### src/rtl/systolic_drain_controller.sv
// systolic_drain_controller: shifts results out of the systolic array's c chain into a row buffer, then streams the rows over valid/ready (macro DRAIN_REORDER_EN: send rows ascending 0..N-1, otherwise in capture order N-1..0)
module systolic_drain_controller #(
  parameter int N = 4,
  parameter int RW = ($clog2(N) < 1) ? 1 : $clog2(N)
) (
  input  logic            clk,
  input  logic            rst,
  input  logic            drain_req,
  input  logic [N*8-1:0]  c_col,
  output logic            mode,
  output logic            busy,
  output logic            res_valid,
  input  logic            res_ready,
  output logic [N*8-1:0]  res_data,
  output logic [RW-1:0]   res_row,
  output logic            done
);
  typedef enum logic [1:0] {IDLE, DRAIN, SEND, DONE} state_t;
  localparam logic [RW-1:0] TOP = RW'(N - 1);
  state_t state;
  logic [RW-1:0] k;
  logic [N*8-1:0] rows_q [N];
  logic [RW-1:0] slot;
  logic [RW-1:0] next_row;
  logic [RW-1:0] first_row;
  logic [RW-1:0] last_row;
  logic [N*8-1:0] first_data;
  assign slot = TOP - k;
`ifdef DRAIN_REORDER_EN
  // Row 0 is captured on the final shift edge, so it is forwarded straight from the bus.
  assign first_row = '0;
  assign last_row = TOP;
  assign next_row = res_row + RW'(1);
  assign first_data = c_col;
`else
  assign first_row = TOP;
  assign last_row = '0;
  assign next_row = res_row - RW'(1);
  assign first_data = rows_q[N-1];
`endif
  // Drain/send sequencer with registered outputs and buffer writes.
  always_ff @(posedge clk or negedge rst)
    if (!rst) begin
      state <= IDLE;
      k <= '0;
      mode <= 1'b0;
      busy <= 1'b0;
      res_valid <= 1'b0;
      done <= 1'b0;
      res_data <= '0;
      res_row <= '0;
      for (int i = 0; i < N; i++) rows_q[i] <= '0;
    end else begin
      case (state)
        IDLE: if (drain_req) begin
          state <= DRAIN;
          k <= '0;
          mode <= 1'b1;
          busy <= 1'b1;
        end
        DRAIN: begin
          rows_q[slot] <= c_col;
          k <= k + RW'(1);
          if (k == TOP) begin
            state <= SEND;
            mode <= 1'b0;
            res_valid <= 1'b1;
            res_row <= first_row;
            res_data <= first_data;
          end
        end
        SEND: if (res_ready) begin
          if (res_row == last_row) begin
            state <= DONE;
            res_valid <= 1'b0;
            done <= 1'b1;
          end else begin
            res_row <= next_row;
            res_data <= rows_q[next_row];
          end
        end
        DONE: begin
          state <= IDLE;
          done <= 1'b0;
          busy <= 1'b0;
        end
        default: state <= IDLE;
      endcase
    end
endmodule
### config.mk
export PLATFORM = sky130hd
export DESIGN_NAME = systolic_drain_controller
export DESIGN_NICKNAME = d
export VERILOG_FILES = /design/src/rtl/systolic_drain_controller.sv
export SDC_FILE = /design/constraint.sdc
export NUM_CORES = 1
export LEC_CHECK = 0
export BUFFER_PORTS_ARGS = -buffer_cell sky130_fd_sc_hd__buf_2
export CAP_MARGIN = 10
export CORE_MARGIN = 3
export CORE_UTILIZATION = 59
export DETAILED_ROUTE_END_ITERATION = 7
export PLACE_DENSITY = 0.81
export SLEW_MARGIN = 20
export SYNTH_ARGS = -nofsm -noshare
export SYNTH_HDL_FRONTEND = slang
export SYNTH_SLANG_ARGS = --single-unit
### constraint.sdc
create_clock -name clk -period 2.4 [get_ports clk]
set_input_delay 0.12 -clock clk [delete_from_list [all_inputs] [get_ports clk]]
set_output_delay 0.12 -clock clk [all_outputs]
set_load 0.005 [all_outputs]
==> out/results.tsv <==
stage	metric	value	unit
logic_synthesis	Async SR Flop Fraction	100.0	%
clocking	count of instances resized after the clock tree is built	0	
status	result of the run	finished clean	
logic_synthesis	yosys warns	0	
sta	Max transition margin	53.52	%
clocking	post-CTS setup repair buffer count	0	
placement	detailed-placement wirelength estimate	9871	microns
sta	worst hold-check slack	21.52	ps
sta	Final Critical Period	2108	ps
placement	placer's final routability congestion estimate	0.7771	
critical_path	CP Data Arrival Time	2410	ps
layout	n_diodes	0	
sta	final hold violation count	0	
power_and_ir_drop	PnR Total Power	12.74	mW
routing	wire per inst	17.76	microns
sta	final-report setup violation count	0	
clocking	CTS Root Buffer Type	clkbuf_16	
critical_path	cell breakdown of the critical path	clkinv_1 -> ha_2 -> o21a_2 -> buf_4 -> o2111ai_1 -> o21ai_0 -> o21ai_1	
global_routing	number of global-route vias before repair	5334	
clocking	CTS clock-pin slew for the worst setup and hold paths	60	ps
global_routing	wire length of the first global-routing pass	26960	microns
critical_path	CP required	2700	ps
global_routing	remaining global-route overflow	0	
sta	setup repair after global routing missed its margin	false	
critical_path	Critical Setup Path Class	register to register	
routing	post-detailed-route via-to-cell ratio	5.734	
routing	initial DRC count	331	
layout	Design Area, Final	9014	sq um
placement	Worst Setup Slack post-DPL	315.8	ps
logic_synthesis	syn avg cell area	12.21	sq um
flow_run	max_cap viols	0	
placement	number of I/O port buffers	73	
min_path	path type of the worst min-delay path	input port to register	
routing	antenna violation net count after detailed routing	0	
sta	maximum clock skew at final layout	5.451	ps
sta	final worst setup slack	291.5	ps
critical_path	maximum fanout along the worst path	32	
layout	Final nets	766	
logic_synthesis	area share of the largest cell type after synthesis	56.47	%
logic_synthesis	flip-flop and latch count after synthesis	170	
power_and_ir_drop	Static Leakage	4.044	nW
floorplanning	count of pins on the block boundary	74	
clocking	CTS sink count	170	
routing	first drt pass iteration count	5	
floorplanning	Core Box Area	12260	sq um
sta	part of the cycle the worst path needs	87.85	%
floorplanning	Placement Rows	40	
layout	layout cells sized above 1	35.84	%
layout	area added between synthesis and finish	19.65	%
logic_synthesis	netlist area before placement	7533	sq um
clocking	Skew-Pair Late Insertion Delay	430	ps
global_routing	largest net degree at the start of global routing	75	
global_routing	combined global-route utilization of all metal layers	24.39	%
layout	count of fill cells added during filler insertion	794	
logic_synthesis	Gate Count Post-Synth	617	
power_and_ir_drop	total power per unit cell area	1414	nW/um^2
floorplanning	initial cell density of the core	61.44	%
global_routing	antenna violations before repair	0	
routing	routed wire length	15970	microns
layout	Final Util	73.51	%
logic_synthesis	distinct cell type count of the synthesized netlist	31	
floorplanning	Die Span Y	119	microns
sta	highest clock frequency the design can meet	474.3	MHz
logic_synthesis	leading area contributor after synthesis	dfrtp_1	
sta	Sum Neg Setup Slack	0	ps
clocking	total CTS buffers	17	
logic_synthesis	prevailing post-synth register cell	dfrtp_1	
critical_path	CP max stage cell	ha_2	
critical_path	largest incremental delay on the critical path	590	ps
placement	instance count after placement with tap cells included	834	
logic_synthesis	EDFF count, synth	0	
routing	post-detailed-route DRC marker count	0	
floorplanning	total die area	14160	sq um
power_and_ir_drop	VDD IR max	0.6982	mV
sta	max-slew violations	0	
clocking	CTS tree	yes	
routing	count of vias placed by the detailed router	5155	
clocking	maximum number of buffers from clock root to sink	2	
clocking	depth of the CTS H-tree	4	
critical_path	endpoint kind of the worst setup timing path	register	
logic_synthesis	top cells by area in the synthesized netlist	dfrtp_1 (56%), mux2_2 (20%), o2111ai_1 (3.1%)	
sta	Worst Tran Pin Value	697.2	ps
layout	Layout Cells excl Fill	899	
critical_path	CP startpoint kind	register	
logic_synthesis	Syn Nets	665	
placement	post-placement cell area	8123	sq um
logic_synthesis	sequential fraction of the synthesis area	56.47	%
floorplanning	Chip Width	119	microns
-- area by class of cell --
cell class	count	area, sq um	area share, %
Multi-Input combinational cell	372	2959	32.83
Timing Repair Buffer	122	897.1	9.953
Clock inverter	7	65.06	0.7218
Tap cell	168	210.2	2.332
Inverter	35	131.4	1.458
Clock buffer	25	495.5	5.497
Sequential cell	170	4255	47.21
-- layout by cell type, fill, tap and decap left out, drive strengths merged, types with 2 or more instances in the layout --
| cell type | netlist | final |
|---|---|---|
| nand2b | 32 | 32 |
| mux2 | 133 | 133 |
| clkinvlp | 0 | 2 |
| clkinv | 1 | 5 |
| dfrtp | 170 | 170 |
| a21oi | 6 | 6 |
| clkbuf | 10 | 25 |
| a311oi | 2 | 2 |
| a31oi | 2 | 2 |
| nor2b | 3 | 3 |
| nand3 | 29 | 29 |
| o2111ai | 27 | 27 |
| inv | 34 | 34 |
| nand2 | 40 | 40 |
| o21ai | 62 | 62 |
| o2bb2ai | 5 | 5 |
| ha | 12 | 12 |
| buf | 30 | 89 |
| nor2 | 8 | 8 |
| o22ai | 5 | 5 |
| dlygate4sd3 | 0 | 33 |
-- flip-flops by register name, indices dropped and copies added, names as in the netlist --
signal and cells:
mode 1, first_data 32, res_row 2, state 2, res_valid 1, done 1
busy 1, res_data 32, rows_q 96, k 2
-- final timing paths --
check | depth (start not counted) | start | slack (ps) | endpoint
hold reg to reg | 2 | res_data[23] | 480 | res_data[23]
setup / recovery | 7 | res_row[0] | 290 | res_data[14]
hold / removal | 3 | drain_req | 20 | busy
max in group asynchronous | 3 | rst | 1420 | state[0]
min in group asynchronous | 2 | rst | 280 | rows_q[55]
setup reg to reg | 7 | res_row[0] | 290 | res_data[14]
-- synthesized netlist by cell type, types with 2 or more instances --
library cell  count
nor2b_1           2
o22ai_1           5
nand2_1          40
mux2_2          133
inv_1            34
buf_1             2
a31oi_1           2
a21oi_1           4
ha_1             12
buf_2            25
nand2b_1         32
o2111ai_1        27
o21ai_1          31
a21oi_2           2
buf_6             3
nor2_1            8
o2bb2ai_1         5
nand3_1          29
o21ai_0          31
dfrtp_1         170
clkbuf_1         10
-- power breakdown --
part           switching, mW  internal [mW]  total, mW
Clock                   1.05           1.53       2.57
Sequential             0.778           4.37       5.15
Combinational           2.56           2.46       5.02
-- per-layer routing --
| metal | share of wire (%) | wire, microns | vias up | track usage, % |
|---|---|---|---|---|
| met3 | 4.6 | 742 | 22 | 7.075 |
| met5 | 0 | 0 | - | 0 |
| met1 | 42 | 6755 | 2617 | 31.15 |
| met2 | 51 | 8202 | 132 | 40.23 |
| met4 | 1.7 | 267 | 0 | 7.965 |
| li1 | - | - | 2384 | - |
-- logic make-up (layout without fill, tap and decap cells) --
| family | count (synthesis) | count (layout) | synth area share (%) |
|---|---|---|---|
| flip-flops | 170 | 170 | 56.47 |
| multiplexers | 133 | 133 | 19.88 |
| AO/OA/AOI/OAI | 114 | 114 | 9.816 |
| AND/OR/NAND/NOR | 113 | 113 | 7.391 |
| buffers and inverters | 75 | 189 | 4.451 |
| adder cells (fa/ha/maj) | 12 | 12 | 1.993 |
-- critical path: cells and delay by family (launching register included) --
kind	cells	cell delay, ps
adder cells (fa/ha/maj)	1	590
buffers and inverters	2	410
flip-flops	1	350
AO/OA/AOI/OAI	4	620
-- repair_timing --
item / in CTS / in global routing
hold buffers: 33 / 0
endpoints found under the hold margin: 198 / 0
setup endpoints to repair: 0 / 0
No activity file was read; power rests on OpenSTA's default activity.
